File: src/rtl/serial_sub.sv
// rtl/serial_sub.sv - bit-serial subtractor, LSB first, one full-subtractor cell plus registered borrow

module serial_sub_cell (
    input  logic a,
    input  logic b,
    input  logic bi,
    output logic d,
    output logic bo
);
    assign d  = a ^ b ^ bi;
    assign bo = (~a & b) | (~(a ^ b) & bi);
endmodule

module serial_sub #(
    parameter int WIDTH = 8
) (
    input  logic             clk,
    input  logic             rst,
    input  logic             start,
    input  logic [WIDTH-1:0] a_in,
    input  logic [WIDTH-1:0] b_in,
    input  logic             bin,
    output logic             busy,
    output logic             done,
    output logic [WIDTH-1:0] diff,
    output logic             bout
);
    localparam int CW = $clog2(WIDTH) + 1;

    typedef enum logic [1:0] {IDLE, RUN, DONE} state_t;

    state_t           state_q, state_d;
    logic [WIDTH-1:0] a_q, a_d;
    logic [WIDTH-1:0] b_q, b_d;
    logic [WIDTH-1:0] res_q, res_d;
    logic [WIDTH-1:0] diff_q, diff_d;
    logic             brw_q, brw_d;
    logic             bout_q, bout_d;
    logic [CW-1:0]    count_q, count_d;

    logic cell_d, cell_bo, last_bit;

    serial_sub_cell u_cell (
        .a  (a_q[0]),
        .b  (b_q[0]),
        .bi (brw_q),
        .d  (cell_d),
        .bo (cell_bo)
    );

    assign last_bit = (state_q == RUN) && (count_q == CW'(WIDTH - 1));

    always_ff @(posedge clk) begin
        if (rst) begin
            state_q <= IDLE;
            a_q     <= '0;
            b_q     <= '0;
            res_q   <= '0;
            diff_q  <= '0;
            brw_q   <= 1'b0;
            bout_q  <= 1'b0;
            count_q <= '0;
        end else begin
            state_q <= state_d;
            a_q     <= a_d;
            b_q     <= b_d;
            res_q   <= res_d;
            diff_q  <= diff_d;
            brw_q   <= brw_d;
            bout_q  <= bout_d;
            count_q <= count_d;
        end
    end

    always_comb begin
        state_d = state_q;
        case (state_q)
            IDLE:    if (start) state_d = RUN;
            RUN:     if (last_bit) state_d = DONE;
            DONE:    state_d = IDLE;
            default: state_d = IDLE;
        endcase
    end

    // Result fills from the MSB end so after WIDTH shifts bit 0 holds the first difference bit.
    always_comb begin
        a_d     = a_q;
        b_d     = b_q;
        res_d   = res_q;
        diff_d  = diff_q;
        brw_d   = brw_q;
        bout_d  = bout_q;
        count_d = count_q;
        if (state_q == IDLE && start) begin
            a_d     = a_in;
            b_d     = b_in;
            brw_d   = bin;
            count_d = '0;
        end else if (state_q == RUN) begin
            a_d     = a_q >> 1;
            b_d     = b_q >> 1;
            res_d   = (res_q >> 1) | (WIDTH'(cell_d) << (WIDTH - 1));
            brw_d   = cell_bo;
            count_d = count_q + CW'(1);
            if (last_bit) begin
                diff_d = res_d;
                bout_d = cell_bo;
            end
        end
    end

    always_comb begin
        busy = (state_q != IDLE);
        done = (state_q == DONE);
        diff = diff_q;
        bout = bout_q;
    end
endmodule

File: config.mk
export PLATFORM = sky130hd
export DESIGN_NAME = serial_sub
export DESIGN_NICKNAME = d
export VERILOG_FILES = /design/src/rtl/serial_sub.sv
export SDC_FILE = /design/constraint.sdc
export NUM_CORES = 1
export LEC_CHECK = 0
export CAP_MARGIN = 5
export CORE_ASPECT_RATIO = 0.6
export CORE_MARGIN = 8
export CORE_UTILIZATION = 54
export CTS_BUF_LIST = sky130_fd_sc_hd__clkbuf_4 sky130_fd_sc_hd__clkbuf_8
export CTS_CLUSTER_DIAMETER = 50
export DETAILED_ROUTE_END_ITERATION = 7
export GPL_TIMING_DRIVEN = 0
export PLACE_DENSITY = 0.92
export SLEW_MARGIN = 5
export SYNTH_ARGS = -nofsm -noshare
export SYNTH_HDL_FRONTEND = slang
export SYNTH_SLANG_ARGS = --single-unit
File: constraint.sdc
create_clock -name clk -period 1.64 [get_ports clk]
set_input_delay 0.246 -clock clk [delete_from_list [all_inputs] [get_ports clk]]
set_output_delay 0.246 -clock clk [all_outputs]
set_load 0.01 [all_outputs]
==> flow_summary.yaml <==
finish:
  nNetsFinal: 258
  finalCoreUtilization_pct: 74.3
  insertedDiodeCount: 0
  nFillCells: 210
  area_growth_synth_to_finish_pct: 27.9
  final-instance-count-excl-fill: 279
  post_route_cells_drive_above_1_share_pct: 13.5
yosys:
  yosysMostFrequentCell: "sky130_fd_sc_hd__dfxtp_1"
  synth_largest_area_cell: "sky130_fd_sc_hd__dfxtp_1"
  synth_nets: 224
  synth.mux.area_fraction_pct: 0.585
  synth_enable_flop_cells: 0
  synth_top_flop_cell: "sky130_fd_sc_hd__dfxtp_1"
  most_area_consuming_cells_after_synthesis: "sky130_fd_sc_hd__dfxtp_1, sky130_fd_sc_hd__a21oi_1, sky130_fd_sc_hd__nand2_1"
  synth_top_cell_area_share_pct: 45.6
  synth_top_family_by_area: "compound AO/OA/AOI/OAI gates"
  yosys.area_share.xor_xnor_pct: 1.02
  synth_top_cells_by_count: "sky130_fd_sc_hd__dfxtp_1, sky130_fd_sc_hd__a21oi_1, sky130_fd_sc_hd__nand2_1, sky130_fd_sc_hd__nor2_1, sky130_fd_sc_hd__nand3_1"
  synth-compound-area-share_pct: 23.1
  yosys_warnings: 0
  asyncSetResetFlopFracSynth_pct: 0
  synth_seq_area_share_pct: 45.6
  synth.ff_latch_count: 39
  synthSimpleGateAreaFrac_pct: 20.7
  synth_area_per_cell_um2: 8.47
  synthCells: 202
  netlist_area_um2: 1710
  ys_types: 34
  post_synth_fa_ha_maj_area_fraction_pct: 1.90
global_route:
  grt_max_degree: 13
  grt_usage_pct: 16.8
  globalRouteOverflowTotal: 0
  grt_antenna_before_repair: 0
  first_global_vias: 1407
  grt_first_pass_wirelength_um: 6690
sta:
  worst_relative_slew_slack_pct: 62.5
  grt_setup_unrepaired: "false"
  period_share_pct: 96.1
  timing.final.hold_violations: 0
  tightest_slew_ps: 562
  timing.clock.skew_ps: 5.93
  setup_tns_ps: 0
  postLayoutSetupSlackWorst_ps: 64.5
  final-max-slew-violation-count: 0
  setup-violations-final: 0
  fmaxAchievable_mhz: 635
  post-route-min-period_ps: 1580
setup_path:
  worstSetupEndpointType: "primary output"
  timing.rr.start: "state_q[0]"
  worst_path_buf_inv: 2
  required_ps: 1390
  timing.reg2reg.setup_slack_ps: 170
  cp_slowest_cell: "sky130_fd_sc_hd__dfxtp_4"
  worstPathCellList: "clkbuf_8 -> or2_2 -> clkdlybuf4s15_1"
  timing.critical_path.max_delay_family: "buffers and inverters"
  cp_num_cells: 3
  setup.worst_path.class: "flip-flop to primary output"
  rr_worst_depth: 5
  worst_setup_path_startpoint: "state_q[1]"
  critPathMaxFanout: 10
  setup.worst_path.end: "busy"
  crit_path_start_kind: "flip-flop"
  worst_r2r_endpoint: "a_q[1]"
  critPathMaxStageDelay_ps: 370
  worstPathArrival_ps: 1330
floorplan:
  initial_utilization_pct: 58.0
  core-area_um2: 2950
  floorplan.die.height_um: 59.6
  fp-row-count: 15
  num_io_pins: 31
  dieArea_um2: 5280
  die_x_um: 88.7
clock_network:
  cts_max_level: 2
  numClockSinks: 39
  cts_hold_buf: 0
  worst_path_clk_slew_ps: 70
  cts_tree: "done"
  cts.repair_timing.setup_buffer_count: 0
  cts-buffers-inserted: 5
  cts_root_buf: "sky130_fd_sc_hd__clkbuf_8"
  clock_latency_ps: 300
  max-clock-path-buffers: 2
pwr:
  peakVddDrop_v: 0.000729
  pwr_density_cell_nw_per_um2: 1040
  power.total_mw: 2.27
  power.static_leakage_nw: 0.787
drt:
  initial_drc_count: 132
  wl_um: 4240
  final_antenna_net_count: 0
  vias_per_cell: 5.69
  drc: 0
  avgRoutedWirePerCell_um: 15.2
  detailroute.via_count: 1588
  drt_pass1_iterations: 4
placed_design:
  dp_worst_setup_slack_ps: -90.8
  place.port_buffers: 28
  placed_cells: 272
  post-dp-hpwl_um: 2930
  gp_routability_congestion: 0.831
flow_run:
  max-cap-violations: 0
hold_path:
  classification_of_the_worst_slack_hold_path: "input pin to flip-flop"
run_status:
  outcome: "finished clean"
[placed cells by master, fill, tap and decap left out, types with 2 or more instances in the layout]
cell type                         synthesis  final
sky130_fd_sc_hd__nand3_1                 11     11
sky130_fd_sc_hd__inv_1                    3      3
sky130_fd_sc_hd__buf_2                    6      6
sky130_fd_sc_hd__o21ai_0                  9      9
sky130_fd_sc_hd__o221a_2                  2      2
sky130_fd_sc_hd__a21oi_1                 35     35
sky130_fd_sc_hd__bufinv_16                0      2
sky130_fd_sc_hd__nor3_1                   5      5
sky130_fd_sc_hd__nand2b_1                 2      2
sky130_fd_sc_hd__a211oi_1                 7      7
sky130_fd_sc_hd__nor2b_1                  2      2
sky130_fd_sc_hd__nand2_1                 28     28
sky130_fd_sc_hd__clkbuf_8                 0      6
sky130_fd_sc_hd__nand3b_1                 2      2
sky130_fd_sc_hd__clkdlybuf4s50_1          0     26
sky130_fd_sc_hd__a211oi_2                 4      4
sky130_fd_sc_hd__clkbuf_1                 7      5
sky130_fd_sc_hd__nor2_1                  19     19
sky130_fd_sc_hd__buf_6                    4      4
sky130_fd_sc_hd__dfxtp_1                 39     38
[worst min path at each step]
stage	start	end	slack, ps	cells after the start
4_1_cts	start	brw_q	320	3
3_5_place_dp	a_q[6]	a_q[5]	450	2
5_1_grt	start	brw_q	330	3
2_1_floorplan	a_in[7]	a_q[7]	380	2
3_3_place_gp	b_q[3]	b_q[2]	440	2
6_report	start	brw_q	320	3
[state kept, by name, summed over array words and instances (netlist names)]
register / count
b_q: 8
brw_q: 1
bout: 1
diff: 8
res_q: 7
count_q: 4
state_q: 2
a_q: 8
[layer usage]
layer  GRT usage [%]  wire length (um)
met5               0                 0
met4            6.92                79
met3            6.92               369
met2            23.8              1850
met1            21.8              1950
[final cells by class]
class / instances / area [um2] / area share [%]
Multi-Input combinational cell: 142 / 810 / 37.0
Clock buffer: 6 / 76.3 / 3.49
Buffer: 17 / 115 / 5.26
Tap cell: 42 / 52.6 / 2.40
Inverter: 3 / 11.3 / 0.515
Clock inverter: 2 / 60.1 / 2.74
Timing Repair Buffer: 28 / 279 / 12.8
Sequential cell: 39 / 785 / 35.8
[what timing repair did]
item                       in CTS  in global routing
cloned                          0                  0
resized for setup               7                  1
setup endpoints to repair       2                  2
[power breakdown]
| part | internal, mW | total, mW | switching (mW) |
|---|---|---|---|
| combinational | 0.135 | 0.292 | 0.157 |
| sequential | 0.991 | 1.02 | 0.0295 |
| clock | 0.624 | 0.957 | 0.333 |
[metrics by stage]
step | hold slack (ps) | cell area [um2]
after floorplan | 382 | 1710
after global placement | 442 | 2040
after detailed placement | 453 | 2040
after CTS | 317 | 2190
after global routing | 331 | 2190
final | 319 | 2190
[worst register-to-register path, stage by stage, from the launching register on]
cell and delay (ps):
sky130_fd_sc_hd__dfxtp_1 350, sky130_fd_sc_hd__buf_6 150, sky130_fd_sc_hd__nor3b_4 390, sky130_fd_sc_hd__buf_6 210, sky130_fd_sc_hd__a21oi_1 60, sky130_fd_sc_hd__a211oi_2 220
[kinds of logic after synthesis]
group	after synthesis
buf+inv	21
mux	1
xor+xnor	2
flops	39
simple gates	75
compound gates	62
fa+ha+maj	2
Note: power is estimated with default switching activity, not from simulation.
